--- config.mk ---
export PLATFORM = sky130hd
export DESIGN_NAME = adc_current_scaler
export DESIGN_NICKNAME = d
export VERILOG_FILES = /design/src/rtl/adc_current_scaler_pkg.sv /design/src/rtl/adc_offset_cal.sv /design/src/rtl/adc_current_scaler.sv
export SDC_FILE = /design/constraint.sdc
export NUM_CORES = 1
export LEC_CHECK = 0
export ABC_AREA = 1
export BUFFER_PORTS_ARGS = -buffer_cell sky130_fd_sc_hd__buf_2
export CORE_UTILIZATION = 61
export CTS_BUF_LIST = sky130_fd_sc_hd__clkbuf_2 sky130_fd_sc_hd__clkbuf_4 sky130_fd_sc_hd__clkbuf_8
export CTS_CLUSTER_SIZE = 10
export DETAILED_ROUTE_END_ITERATION = 12
export GPL_TIMING_DRIVEN = 0
export PLACE_DENSITY = 0.91
export RECOVER_POWER = 100
export SETUP_SLACK_MARGIN = 0.15
export SLEW_MARGIN = 25
export SYNTH_ARGS = -nofsm -noshare
export SYNTH_HDL_FRONTEND = slang
export SYNTH_SLANG_ARGS = --single-unit
--- constraint.sdc ---
create_clock -name clk -period 2.37 [get_ports clk]
set_input_delay 0.474 -clock clk [delete_from_list [all_inputs] [get_ports clk]]
set_output_delay 0.474 -clock clk [all_outputs]
set_load 0.02 [all_outputs]
--- src/rtl/adc_current_scaler_pkg.sv ---
// Shared constants, state encoding and saturation helper for the current-scaling path.
package adc_pkg;

    localparam int ADC_W = 12;
    localparam int I_W   = 16;
    localparam int I_MAX = 32767;

    localparam logic [ADC_W-1:0] OFFSET_RST = 12'd2048;

    typedef enum logic {
        CAL = 1'b0,
        RUN = 1'b1
    } state_e;

    // Symmetric clamp so the magnitude of any result always fits in I_W-1 bits.
    function automatic logic signed [I_W-1:0] sat16(input logic signed [31:0] value);
        logic signed [I_W-1:0] result;
        if (value > I_MAX) begin
            result = I_W'(I_MAX);
        end else if (value < -I_MAX) begin
            result = I_W'(-I_MAX);
        end else begin
            result = value[I_W-1:0];
        end
        return result;
    endfunction

endpackage

--- src/rtl/adc_offset_cal.sv ---
// Zero-current offset calibration: averages 2^CAL_SHIFT codes and publishes the mean.
module adc_offset_cal
    import adc_pkg::*;
#(
    parameter int CAL_SHIFT = 6
) (
    input  logic             clk,
    input  logic             rst_n,
    input  logic             clear,
    input  logic             sample_valid,
    input  logic [ADC_W-1:0] code,
    output logic [ADC_W-1:0] offset,
    output logic             done_pulse
);

    localparam int ACC_W = ADC_W + CAL_SHIFT;
    localparam int CNT_W = CAL_SHIFT + 1;
    localparam logic [CNT_W-1:0] LAST = CNT_W'((2 ** CAL_SHIFT) - 1);

    logic [ACC_W-1:0] acc;
    logic [ACC_W-1:0] acc_sum;
    logic [CNT_W-1:0] cnt;

    assign acc_sum    = acc + ACC_W'(code);
    assign done_pulse = sample_valid && !clear && (cnt == LAST);

    always_ff @(posedge clk or negedge rst_n) begin
        if (!rst_n) begin
            acc    <= '0;
            cnt    <= '0;
            offset <= OFFSET_RST;
        end else if (clear) begin
            acc <= '0;
            cnt <= '0;
        end else if (sample_valid) begin
            if (cnt == LAST) begin
                // Truncating divide by the sample count.
                offset <= acc_sum[ACC_W-1:CAL_SHIFT];
                acc    <= '0;
                cnt    <= '0;
            end else begin
                acc <= acc_sum;
                cnt <= cnt + 1'b1;
            end
        end
    end

endmodule

--- src/rtl/adc_current_scaler.sv ---
// Converts unipolar ADC codes into signed, gain-scaled, saturated phase current
// with startup offset calibration and a latched overcurrent monitor.
module adc_current_scaler
    import adc_pkg::*;
#(
    parameter int                 CAL_SHIFT  = 6,
    parameter logic signed [15:0] GAIN       = 16'sd256,
    parameter int                 GAIN_SHIFT = 8,
    parameter logic [15:0]        OC_LIMIT   = 16'd30000,
    parameter int                 OC_COUNT   = 3
) (
    input  logic                  clk,
    input  logic                  rst_n,
    input  logic [15:0]           adc_data,
    input  logic                  adc_enable,
    input  logic                  cal_start,
    input  logic                  fault_clr,
    output logic signed [I_W-1:0] i_out,
    output logic                  i_valid,
    output logic                  cal_done,
    output logic [ADC_W-1:0]      offset,
    output logic                  oc_fault,
    output state_e                state_dbg
);

    // Handshake: a 0->1 transition of adc_enable delivers one sample; i_valid is a
    // one-cycle pulse qualifying i_out. There is no back-pressure in either direction.

    localparam int DIFF_W = ADC_W + 1;
    localparam int PROD_W = DIFF_W + 16;
    localparam int OC_CW  = $clog2(OC_COUNT + 1);
    localparam logic [OC_CW-1:0] OC_MAX = OC_CW'(OC_COUNT);

    state_e                    state;
    logic                      en_d;
    logic                      new_sample;
    logic                      cal_done_pulse;
    logic                      unused_adc_hi;

    logic                      s1_valid;
    logic [ADC_W-1:0]          s1_code;
    logic                      s2_valid;
    logic signed [DIFF_W-1:0]  s2_diff;
    logic                      s3_valid;
    logic signed [PROD_W-1:0]  s3_prod;
    logic signed [PROD_W-1:0]  shifted;

    logic [OC_CW-1:0]          oc_cnt;
    logic [OC_CW-1:0]          oc_next;
    logic [I_W-1:0]            abs_i;
    logic                      over;
    logic                      oc_eval;
    logic                      trip;

    assign unused_adc_hi = ^adc_data[15:12];
    assign new_sample    = adc_enable & ~en_d;
    assign state_dbg     = state;

    adc_offset_cal #(
        .CAL_SHIFT (CAL_SHIFT)
    ) u_offset_cal (
        .clk          (clk),
        .rst_n        (rst_n),
        .clear        (cal_start),
        .sample_valid (s1_valid && (state == CAL)),
        .code         (s1_code),
        .offset       (offset),
        .done_pulse   (cal_done_pulse)
    );

    always_ff @(posedge clk or negedge rst_n) begin
        if (!rst_n) begin
            state    <= CAL;
            cal_done <= 1'b0;
        end else if (cal_start) begin
            state    <= CAL;
            cal_done <= 1'b0;
        end else begin
            case (state)
                CAL: begin
                    if (cal_done_pulse) begin
                        state    <= RUN;
                        cal_done <= 1'b1;
                    end
                end
                RUN: begin
                    state    <= RUN;
                    cal_done <= 1'b1;
                end
                default: begin
                    state    <= CAL;
                    cal_done <= 1'b0;
                end
            endcase
        end
    end

    assign shifted = s3_prod >>> GAIN_SHIFT;

    // Stage 1 always captures a new sample (it may be a calibration sample);
    // later stages only advance in RUN and are flushed by cal_start.
    always_ff @(posedge clk or negedge rst_n) begin
        if (!rst_n) begin
            en_d     <= 1'b0;
            s1_valid <= 1'b0;
            s1_code  <= '0;
            s2_valid <= 1'b0;
            s2_diff  <= '0;
            s3_valid <= 1'b0;
            s3_prod  <= '0;
            i_valid  <= 1'b0;
            i_out    <= '0;
        end else begin
            en_d     <= adc_enable;
            s1_valid <= new_sample;
            if (new_sample) begin
                s1_code <= adc_data[ADC_W-1:0];
            end
            s2_valid <= s1_valid && (state == RUN) && !cal_start;
            if (s1_valid) begin
                s2_diff <= $signed({1'b0, s1_code}) - $signed({1'b0, offset});
            end
            s3_valid <= s2_valid && !cal_start;
            if (s2_valid) begin
                s3_prod <= PROD_W'(s2_diff) * PROD_W'(GAIN);
            end
            i_valid <= s3_valid && !cal_start;
            if (s3_valid) begin
                i_out <= sat16(32'(shifted));
            end
        end
    end

    assign abs_i   = i_out[I_W-1] ? I_W'(-i_out) : I_W'(i_out);
    assign over    = abs_i > OC_LIMIT;
    assign oc_eval = i_valid && (state == RUN);

    always_comb begin
        oc_next = '0;
        if (over) begin
            oc_next = (oc_cnt == OC_MAX) ? oc_cnt : oc_cnt + 1'b1;
        end
        trip = oc_eval && over && (oc_next == OC_MAX);
    end

    // A trip on the same edge as fault_clr wins, so a live fault is never lost.
    always_ff @(posedge clk or negedge rst_n) begin
        if (!rst_n) begin
            oc_cnt   <= '0;
            oc_fault <= 1'b0;
        end else if (trip) begin
            oc_cnt   <= oc_next;
            oc_fault <= 1'b1;
        end else if (fault_clr) begin
            oc_cnt   <= '0;
            oc_fault <= 1'b0;
        end else if (oc_eval) begin
            oc_cnt <= oc_next;
        end
    end

endmodule

==> impl_metrics.csv, run 1 <==
group,metric,value,unit
timing,timing.max_slew.rel_slack,39.54,%
power_and_ir_drop,fin_total_pwr,3.691,mW
synthesis,yosys.area_share.xor_xnor,3.261,%
timing,setup_viol_count_final,0,
global_routing,groute.layer.met2.usage,48.10,%
power_and_ir_drop,vdd.ir_drop.worst,0.3653,mV
global_routing,grt_pass1_vias,4463,
timing,slew_violations,0,
layout,design_area,5962,µm²
global_routing,antenna_found_initial,0,
worst_setup_path,worst-r2r-setup-slack,180,ps
layout,multi_input_combinational_cell_area,2530,µm²
timing,final.hold.worst_slack,225.2,ps
clock_tree,clock-sinks,99,
floorplanning,i_o_pin_count,53,
synthesis,synth_adder_area_share,6.802,%
worst_setup_path,worst-endpoint-arrival,2440,ps
floorplanning,die_w,95.84,µm
detailed_routing,wl_per_cell,14.84,µm
detailed_routing,final_antenna_net_count,0,
worst_setup_path,critical_path.endpoint_type,"flop",
layout,area_growth,10.99,%
global_routing,grt_start_max_net_pins,66,
global_routing,globalRoute.totalOverflow,0,
synthesis,synth_area_leader_cell,"dfrtp_1",
synthesis,synth_top_family_by_area,"simple AND/OR/NAND/NOR gates",
power_and_ir_drop,leakagePower,3.095,nW
floorplanning,die_h,95.84,µm
floorplanning,die_area,9185,µm²
timing,clock_skew,10.49,ps
clock_tree,clk_path_buf_depth,2,
synthesis,synth-simple-area-share,26.67,%
clock_tree,tritoncts,"yes",
clock_tree,clock_latency,370,ps
layout,number_of_cells_in_the_finished_layout_apart_from_fillers,843,
timing,fmaxAchievable,457.1,MHz
layout,register_area,2479,µm²
layout,finish.utilization,71.13,%
global_routing,grt_use_met1,36.22,%
timing,rsz0062_at_grt,"true",
clock_tree,clock-root-buffer,"clkbuf_8",
timing,postLayoutSetupSlackWorst,182.3,ps
place,place.detailed.instances,826,
synthesis,compound_cell_area_share_of_the_yosys_netlist,10.65,%
synthesis,synth.yosys.warnings,0,
global_routing,grt_first_pass_wirelength,19.87,mm
detailed_routing,num_vias,4829,
worst_setup_path,cpMaxStageDelayCell,"dfrtp_1",
clock_tree,cts_buffers,9,
worst_setup_path,timing.critical_path.max_delay_family,"compound AO/OA/AOI/OAI gates",
place,dpl_worst_slack,177.6,ps
worst_setup_path,setup.worst_path.start_class,"flop",
synthesis,netlist-cell-type-count,44,
floorplanning,rows,33,
detailed_routing,detail_route.wirelength,12.51,mm
synthesis,syn_nets,722,
timing,timing.final.crit_period,2188,ps
worst_setup_path,critical_path_buf_inv_count,0,
power_and_ir_drop,power_density,619.1,nW/µm²
worst_setup_path,worstPathMaxFanout,4,
timing,finalHoldViolations,0,
global_routing,grtUsageMet3,4.660,%
synthesis,number_of_synthesized_register_bits,99,
synthesis,netlist_instances,673,
worst_setup_path,cp_cell_sequence,"ha_1, a21oi_1, o21ai_0, a21oi_1, nand2_1, or2_2, nand3_1, o21ai_0",
layout,drive_above_1_share,8.130,%
synthesis,synthTopCellsByArea,"dfrtp_1 (46%), nand2_1 (16%), ha_1 (6.1%)",
outcome,status,"finished, final reports clean",
synthesis,post_syn_area_per_cell,7.981,µm²
synthesis,synth_top_area_share,45.66,%
place,io_buffers,47,
synthesis,ys_seq_area_share,46.14,%
synthesis,synthesis.area,5371,µm²
layout,final.fill_count,630,
place,gp_congestion,0.9199,
clock_tree,cts.reportedPaths.clkPinSlew,90,ps
layout,number_of_antenna_repair_diodes,0,
job,max_cap_violations,0,
timing,transition_time_at_the_pin_with_the_least_slew_margin,906.9,ps
worst_setup_path,timing.setup.critical_path_class,"flop to flop",
layout,nets_final,782,
timing,final.period_utilization,92.31,%
detailed_routing,iter_0_drt_violations,321,
clock_tree,htree_levels,3,
global_routing,grt_most_used_layer,"met2",
detailed_routing,detailedRoute.firstPassIterationCount,5,
detailed_routing,vias_per_cell,5.728,
worst_setup_path,max_stage_delay,460,ps
worst_setup_path,critPathRequiredTime,2620,ps
synthesis,synth.area.mux_share,0,%
global_routing,grtUsageTotal,28.60,%
timing,tns,0,ps
place,dpl.hpwl,9.330,mm
worst_hold_path,hp-class,"primary input to flop",
detailed_routing,drcViolationCount,0,
place,placedInstanceArea,5772,µm²
floorplanning,floorplan.initialDensity,64.08,%
floorplanning,placeableCoreArea,8382,µm²
==> layout by cell type (no fill, tap or decap), types with 5 or more instances in the layout <==
master / n
clkbuf_1: 41
dfrtp_1: 98
nand2_1: 222
a21oi_1: 27
nor3_1: 6
xnor2_1: 5
buf_2: 15
nor2_1: 37
nand3_1: 42
xor2_1: 15
nand4_1: 5
ha_1: 26
o21ai_0: 56
inv_1: 69
clkbuf_8: 9
nand2_2: 5
==> sequential cells by signal, summed over array words and instances, names as in the netlist, 2 cells and up <==
signal               count
u_offset_cal.acc        18
i_out                   14
s2_diff                 13
s3_prod                 13
s1_code                 12
u_offset_cal.offset     12
u_offset_cal.cnt         7
oc_cnt                   2
==> layout make-up <==
type                            count  area share, %
Clock buffer                       10          2.204
Timing Repair Buffer               49          3.903
Sequential cell                    99          41.57
Multi-Input combinational cell    488          42.43
Tap cell                          105          2.204
Inverter                           71          4.470
Clock inverter                      6          1.910
Buffer                             15          1.301
==> synthesized netlist by cell type (all sizes together) <==
| cell type | number |
|---|---|
| a211oi | 2 |
| a21boi | 1 |
| a21o | 2 |
| a21oi | 28 |
| a22o | 2 |
| a31o | 1 |
| a31oi | 2 |
| buf | 7 |
| clkbuf | 8 |
| clkinv | 1 |
| dfrtp | 98 |
| dfstp | 1 |
| fa | 2 |
| ha | 26 |
| inv | 70 |
| nand2 | 228 |
| nand3 | 44 |
| nand3b | 4 |
| nand4 | 5 |
| nor2 | 41 |
| nor3 | 6 |
| nor3b | 1 |
| nor4 | 3 |
| o211ai | 1 |
| o21a | 1 |
| o21ai | 61 |
| o21bai | 1 |
| o22ai | 2 |
| o31ai | 1 |
| or2 | 3 |
| xnor2 | 5 |
| xor2 | 15 |
==> final timing paths <==
check | from | to | cells after the start
max reg2reg | s1_code[8] | u_offset_cal.offset[7] | 8
max in group asynchronous | rst_n | u_offset_cal.cnt[2] | 3
min reg2reg | s3_prod[11] | s3_prod[11] | 2
min in group asynchronous | rst_n | s1_code[10] | 2
max | s1_code[8] | u_offset_cal.offset[7] | 8
min | adc_enable | en_d | 1
==> kinds of logic (layout without fill, tap and decap cells) <==
logic type,after synthesis,count (layout)
flip-flops,99,99
AO/OA/AOI/OAI,105,105
buffers and inverters,86,151
XOR/XNOR,20,20
AND/OR/NAND/NOR,335,335
adder cells (fa/ha/maj),28,28
==> report_power, final <==
group          leakage [nW]  internal [mW]  total, mW  switching [mW]
Sequential             1.30           1.79       1.87          0.0836
Clock                 0.116          0.714       1.30           0.587
Combinational          1.68          0.189      0.518           0.329
==> timing repair <==
action / 4_1_cts / 5_1_grt
resized for setup: 1 / 5
endpoints found under the hold margin: 33 / 0
setup buffers: 0 / 0
pin swaps: 0 / 1
hold buffers: 1 / 0
endpoints found under the setup margin: 1 / 13
==> routing by layer <==
| metal | part of all wire (%) | vias to the layer above |
|---|---|---|
| li1 | - | 2293 |
| met4 | 3.3 | 0 |
| met1 | 43 | 2312 |
| met2 | 48 | 188 |
| met3 | 5.4 | 36 |
| met5 | 0 | - |
No activity file was read; power rests on OpenSTA's default activity.
==> run 2, diff against run 1 <==
- ABC_AREA: 1 -> unset
==> run 2 against run 1 <==
  * The flow now finishes with violations (setup timing)
  * Wire length increased by 9.8%
  * Final cell count decreased by 17%
  * Clock power is 12% lower
  * Global-route usage rose by 1.6 points
  * Via count shrank 10%
  * Sequential power up 7%
  * Combinational power rose by 130%
  * Design area up 7.8%
  * Worst hold slack worse by 22 ps
  * Sequential cell count stayed put
  * Non-clock buffer count grew 28
  * Synthesized cell count decreased by 25%
  * Critical path type unchanged
  * Critical endpoint is now u_offset_cal.offset[3]
==> impl_metrics.csv, run 2 <==
group,metric,value,unit
outcome,status,"finished with violations",
outcome,failing_checks,"setup timing",
layout,area_growth,21.55,%
detailed_routing,final_antenna_net_count,0,
worst_setup_path,rr_worst_depth,8,
synthesis,yosys.cell_count.top_type,"dfrtp_1",
synthesis,synth_adder_area_share,6.906,%
synthesis,number_of_flops_mapped_to_enable_cells_by_yosys,0,
synthesis,syn_nets,553,
worst_setup_path,setup.worst_path.start_class,"flop",
clock_tree,cts.reportedPaths.clkPinSlew,100,ps
detailed_routing,route.top_layer_used,"met4",
layout,largest_register,"u_offset_cal.acc",
clock_tree,clock-sinks,99,
power_and_ir_drop,fin_total_pwr,4.321,mW
floorplanning,i_o_pin_count,53,
worst_setup_path,critPathRequiredTime,2630,ps
worst_setup_path,worstPathMaxFanout,4,
clock_tree,cts_buffers,9,
layout,number_of_antenna_repair_diodes,0,
timing,setup_viol_count_final,1,
timing,final.hold.worst_slack,203.1,ps
power_and_ir_drop,vdd.ir_drop.worst,0.3991,mV
detailed_routing,wl_per_cell,19.69,µm
worst_hold_path,holdPathStages,1,
worst_setup_path,critical_path.endpoint_type,"flop",
synthesis,synth_top_cells_by_count,"dfrtp_1 (98), mux2_2 (43), o21ai_0 (43)",
layout,layout_commonest_cell,"dfrtp_1",
synthesis,post_syn_area_per_cell,10.50,µm²
timing,transition_time_at_the_pin_with_the_least_slew_margin,1060,ps
timing,rsz0062_at_grt,"true",
floorplanning,floorplan.initialDensity,63.74,%
layout,layout.cells.most_common_list,"dfrtp_1 (94), clkbuf_1 (43), mux2_2 (41)",
layout,final.fill_count,500,
synthesis,netlist-cell-type-count,58,
global_routing,antenna_found_initial,0,
detailed_routing,iter_0_drt_violations,288,
floorplanning,placeableCoreArea,8299,µm²
layout,drive_above_1_share,28.33,%
synthesis,yosys.area_share.xor_xnor,5.132,%
power_and_ir_drop,internal_power,2.908,mW
timing,postLayoutSetupSlackWorst,-43.73,ps
worst_setup_path,regToRegEndpoint,"u_offset_cal.offset[3]",
power_and_ir_drop,power.net_switching,1.413,mW
power_and_ir_drop,pwr-share-seq,46.3,%
place,gp_congestion,0.9309,
timing,final.period_utilization,101.8,%
clock_tree,htree_levels,3,
clock_tree,clock-root-buffer,"clkbuf_8",
worst_hold_path,worstHoldStart,"adc_enable",
power_and_ir_drop,clock_power_share,26.5,%
place,io_buffers,48,
synthesis,synth_ff_type,"dfrtp_1",
timing,clock_skew,16.06,ps
synthesis,compound_cell_area_share_of_the_yosys_netlist,15.21,%
timing,slew_violations,0,
synthesis,synth.area.mux_share,10.10,%
worst_setup_path,timing.rr.start,"s1_code[5]",
detailed_routing,wirelength_met1,4.985,mm
place,place.detailed.instances,658,
job,max_cap_violations,0,
worst_setup_path,worst-endpoint-arrival,2670,ps
floorplanning,rows,33,
power_and_ir_drop,leakagePower,2.891,nW
worst_setup_path,worst-r2r-setup-slack,-40,ps
floorplanning,die_area,9049,µm²
worst_setup_path,timing.setup.critical_path_class,"flop to flop",
synthesis,ys_seq_area_share,46.85,%
synthesis,synth_top_family_by_area,"compound AO/OA/AOI/OAI gates",
layout,largest_register_ffs,18,
detailed_routing,detail_route.wirelength,13.74,mm
detailed_routing,drcViolationCount,0,
timing,fmaxAchievable,414.3,MHz
floorplanning,die_w,95.13,µm
timing,timing.max_slew.rel_slack,29.35,%
layout,top_regs,"u_offset_cal.acc: 18 flops, i_out: 14 flops",
synthesis,synth-async-reset-ratio,100.0,%
global_routing,grtUsageTotal,30.23,%
layout,design_area,6430,µm²
global_routing,globalRoute.totalOverflow,0,
worst_hold_path,worst_hold_end,"en_d",
detailed_routing,route.met3.wl,753,µm
synthesis,synth_area_leader_cell,"dfrtp_1",
power_and_ir_drop,power.combinational.fraction,27.2,%
clock_tree,tritoncts,"yes",
global_routing,grt_pass1_vias,4384,
power_and_ir_drop,power_density,672.0,nW/µm²
detailed_routing,vias_per_cell,6.218,
place,placedInstanceArea,5713,µm²
place,dpl.hpwl,8.636,mm
layout,number_of_cells_in_the_finished_layout_apart_from_fillers,698,
synthesis,number_of_synthesized_register_bits,99,
synthesis,synthTopCellsByArea,"dfrtp_1 (46%), mux2_2 (9.2%), ha_1 (6.1%)",
layout,nets_final,637,
clock_tree,clock_latency,380,ps
synthesis,synth_top_area_share,46.36,%
synthesis,synth.yosys.warnings,0,
timing,timing.final.crit_period,2414,ps
timing,finalHoldViolations,0,
synthesis,synthesis.area,5290,µm²
detailed_routing,num_vias,4340,
clock_tree,clk_path_buf_depth,2,
synthesis,netlist_instances,504,
global_routing,grt_start_max_net_pins,61,
worst_hold_path,hp-class,"primary input to flop",
synthesis,synth-simple-area-share,11.75,%
place,dpl_worst_slack,-135.0,ps
detailed_routing,met2RoutedLength,7.400,mm
global_routing,grt_first_pass_wirelength,20.36,mm
detailed_routing,detailedRoute.firstPassIterationCount,5,
floorplanning,die_h,95.13,µm
power_and_ir_drop,switching_share,32.71,%
run 2: cell types whose count changed in the layout (fill, tap and decap cells not counted), moves of 8 or more:
| cell | before | now |
|---|---|---|
| xnor2_1 | 5 | 19 |
| inv_1 | 69 | 31 |
| nand2b_1 | 0 | 8 |
| nand2_1 | 222 | 37 |
| a21oi_1 | 27 | 18 |
| nor2_1 | 37 | 17 |
| mux2_2 | 0 | 41 |
| o21ai_0 | 56 | 32 |
| nand3_1 | 42 | 10 |
| buf_4 | 3 | 19 |
run 2: cell type report:
class	instances	area (µm²)	share of cell area [%]
clock inverters	7	82.58	1.284
multi-input cells	352	2949	45.86
plain buffers	19	95.09	1.479
repair buffers	73	436.7	6.791
well taps	105	131.4	2.043
clock buffers	9	123.9	1.926
inverters	34	127.6	1.985
flip-flops and latches	99	2484	38.63
run 2: timing repair:
action	in CTS	in global routing
hold buffers	1	0
setup buffers	13	10
hold endpoints to repair	1	0
pin swaps	17	28
gates cloned	0	0
gates resized for setup	32	53
endpoints found under the setup margin	25	32
run 2: power by group through the flow:
stage               sequential, mW  combinational [mW]  clock [mW]
floorplan                     1.98               0.637           0
global placement              2.00               0.801           0
detailed placement            2.01               0.857           0
CTS                           1.98               0.957        1.16
global route                  2.02                1.25        1.22
finish                        2.00                1.17        1.15
run 2: kinds of logic (layout without fill, tap and decap cells):
kind of cell,Yosys count,after routing
fa+ha+maj,28,28
compound gates,123,123
flops,99,99
simple gates,122,122
buf+inv,53,142
mux,48,48
xor+xnor,31,31
run 2: worst max-delay path by stage:
stage                          start                     end  slack [ps]  depth (start not counted)
final                     s1_code[5]  u_offset_cal.offset[3]         -40                          8
after global routing      s1_code[5]  u_offset_cal.offset[3]         -70                          8
after CTS                   i_out[0]               oc_cnt[0]          90                         10
after detailed placement  s1_code[6]    u_offset_cal.acc[17]        -140                          7
after global placement         rst_n                i_out[0]        -240                          1
after floorplan             i_out[1]               oc_cnt[0]         150                         10
run 2: stage by stage:
| stage | TNS (ps) | util, % |
|---|---|---|
| finish | -43.73 | 77.48 |
| global route | -296.9 | 77.48 |
| CTS | 0 | 74.36 |
| detailed placement | -701.8 | 68.84 |
| global placement | -7275 | 68.43 |
| floorplan | 0 | - |
run 2: critical path, cell delays in order, from the launching register on:
cell and delay, ps:
dfrtp_1 450, ha_1 410, o21a_1 150, o21ai_0 290, nand2b_1 190, clkbuf_4 190, a41oi_2 210, xnor2_1 130
mux2_2 280
run 2: metal layers:
metal / GRT usage [%] / vias to the layer above
met4: 17.05 / 0
li1: - / 1955
met1: 32.48 / 2108
met2: 55.00 / 212
met5: 0 / -
met3: 6.061 / 65
==> run 3, diff against run 2 <==
- CORE_UTILIZATION: 61 -> 28
- PLACE_DENSITY: 0.91 -> 0.53
==> run 3 against run 2 <==
  * The flow now finishes without violations
  * Via count fell by 7.1%
  * Sequential share of layout area fell by 0.70 points
  * Final cell count rose by 17%
  * Sequential power barely moved
  * Global-route usage fell by 17 points
  * Sequential cell count did not move
  * Clock-buffer cell count rose by 2
  * Power fell by 0.73%
  * Critical path type unchanged
  * Critical endpoint is now u_offset_cal.offset[0]
  * Largest power group unchanged
==> impl_metrics.csv, run 3 (synthesized netlist as in run 2, its figures left out) <==
group,metric,value,unit
outcome,status,"finished, final reports clean",
clock_tree,htree_levels,3,
power_and_ir_drop,switching_share,29.88,%
global_routing,grt_start_max_net_pins,62,
place,dpl.hpwl,9.156,mm
clock_tree,cts.reportedPaths.clkPinSlew,100,ps
job,max_cap_violations,0,
place,io_buffers,48,
layout,area_growth,23.84,%
worst_setup_path,timing.setup.critical_path_class,"flop to flop",
timing,tns,0,ps
global_routing,grt_first_pass_wirelength,20.86,mm
global_routing,grtUsageTotal,13.57,%
timing,timing.final.crit_period,2291,ps
power_and_ir_drop,vdd.ir_drop.worst,0.2715,mV
place,place.detailed.instances,782,
worst_hold_path,holdPathStages,1,
power_and_ir_drop,power.net_switching,1.281,mW
floorplanning,rows,49,
layout,layout.cells.most_common_list,"dfrtp_1 (93), clkbuf_1 (41), mux2_2 (39)",
detailed_routing,detail_route.wirelength,12.65,mm
timing,finalHoldViolations,0,
layout,final.fill_count,1818,
power_and_ir_drop,power.combinational.fraction,24.5,%
detailed_routing,num_vias,4034,
floorplanning,die_area,19450,µm²
worst_setup_path,setup.worst_path.start_class,"flop",
layout,number_of_antenna_repair_diodes,0,
place,gp_congestion,0.8983,
layout,drive_above_1_share,28.91,%
worst_hold_path,hp-class,"primary input to flop",
power_and_ir_drop,clock_power_share,28.7,%
worst_setup_path,worst-endpoint-arrival,2570,ps
floorplanning,die_w,139.5,µm
timing,fmaxAchievable,436.6,MHz
floorplanning,i_o_pin_count,53,
worst_setup_path,worstPathMaxFanout,3,
detailed_routing,wl_per_cell,15.48,µm
detailed_routing,detailedRoute.firstPassIterationCount,5,
layout,layout_commonest_cell,"dfrtp_1",
layout,largest_register_ffs,18,
layout,register_area,2485,µm²
timing,clock_skew,20.37,ps
clock_tree,clock-sinks,99,
floorplanning,die_h,139.5,µm
layout,nets_final,632,
layout,multi_input_combinational_cell_area,2957,µm²
layout,top_regs,"u_offset_cal.acc: 18 flops, i_out: 14 flops",
timing,final.period_utilization,96.65,%
floorplanning,placeableCoreArea,18210,µm²
timing,slew_violations,0,
clock_tree,clk_path_buf_depth,2,
clock_tree,tritoncts,"yes",
timing,rsz0062_at_grt,"true",
clock_tree,cts_buffers,9,
layout,largest_register,"u_offset_cal.acc",
timing,setup_viol_count_final,0,
worst_setup_path,rr_worst_depth,9,
detailed_routing,vias_per_cell,4.938,
global_routing,antenna_found_initial,0,
power_and_ir_drop,leakagePower,2.865,nW
timing,transition_time_at_the_pin_with_the_least_slew_margin,1036,ps
clock_tree,clock-root-buffer,"clkbuf_8",
detailed_routing,iter_0_drt_violations,158,
layout,number_of_cells_in_the_finished_layout_apart_from_fillers,817,
power_and_ir_drop,pwr-share-seq,46.8,%
worst_setup_path,critPathRequiredTime,2650,ps
detailed_routing,final_antenna_net_count,0,
power_and_ir_drop,power_density,654.7,nW/µm²
floorplanning,floorplan.initialDensity,29.05,%
clock_tree,clock_latency,390,ps
timing,timing.max_slew.rel_slack,30.91,%
detailed_routing,drcViolationCount,0,
worst_setup_path,critical_path.endpoint_type,"flop",
power_and_ir_drop,internal_power,3.008,mW
global_routing,grt_pass1_vias,4035,
global_routing,globalRoute.totalOverflow,0,
run 3: cell types whose count changed in the layout (fill, tap and decap cells not counted), sizes merged:
cell	delta
buf	-6
clkbuf	+3
inv	-2
clkinvlp	-1
bufinv	+1
run 3: routing by layer:
| metal | vias up | share of wire (%) | GRT usage [%] |
|---|---|---|---|
| met5 | - | 0 | 0 |
| met1 | 2007 | 47 | 17.55 |
| met2 | 59 | 48 | 22.38 |
| met4 | 0 | 1.9 | 5.789 |
| li1 | 1951 | - | - |
| met3 | 17 | 3.1 | 2.271 |
run 3: path summary, 6_finish.rpt:
check                                         end           startpoint  slack, ps
setup / recovery           u_offset_cal.offset[0]           s1_code[0]         80
hold / removal                               en_d           adc_enable        210
setup reg to reg           u_offset_cal.offset[0]           s1_code[0]         80
hold reg to reg               u_offset_cal.cnt[5]  u_offset_cal.cnt[5]        500
max in group asynchronous                i_out[4]                rst_n        740
min in group asynchronous    u_offset_cal.acc[13]                rst_n        790
run 3: final cells by class:
type	instances	share of cell area [%]
multi-input combinational	352	45.13
sequential	99	37.93
timing repair buffer	68	5.691
tap	229	4.374
clock buffer	11	2.120
inverter	34	1.948
buffer	19	1.509
clock inverter	5	1.299
run 3: critical path: stages, from the launching register on:
cell and delay [ps]:
dfrtp_1 400, ha_2 190, fa_2 350, a21o_1 160
a21oi_1 270, nand2b_4 230, nand2b_4 60, a21oi_2 170
xnor2_2 100, mux2_4 260
run 3: through the flow:
stage	utilization, %	hold WS [ps]	setup WS [ps]	instance area (µm²)	power, mW
6_report	35.98	207.3	79.35	6551	4.289
5_1_grt	35.98	193.0	-22.06	6551	4.541
4_1_cts	35.01	187.8	76.00	6375	4.236
3_5_place_dp	32.23	415.9	-212.1	5868	2.878
3_3_place_gp	32.04	466.1	-395.2	5834	2.842
2_1_floorplan	-	178.4	150.1	5308	2.614
run 3: repair_timing:
action,in CTS,in global routing
buffers inserted,14,4
endpoints found under the hold margin,29,0
resized for setup,36,58
hold buffers,1,0
endpoints found under the setup margin,25,31
pin swaps,20,29
run 3: power by group through the flow:
stage	clock network, mW	logic [mW]	registers (mW)
floorplan	0	0.637	1.98
global placement	0	0.824	2.02
detailed placement	0	0.855	2.02
CTS	1.28	0.967	1.99
global route	1.35	1.16	2.03
finish	1.23	1.05	2.01
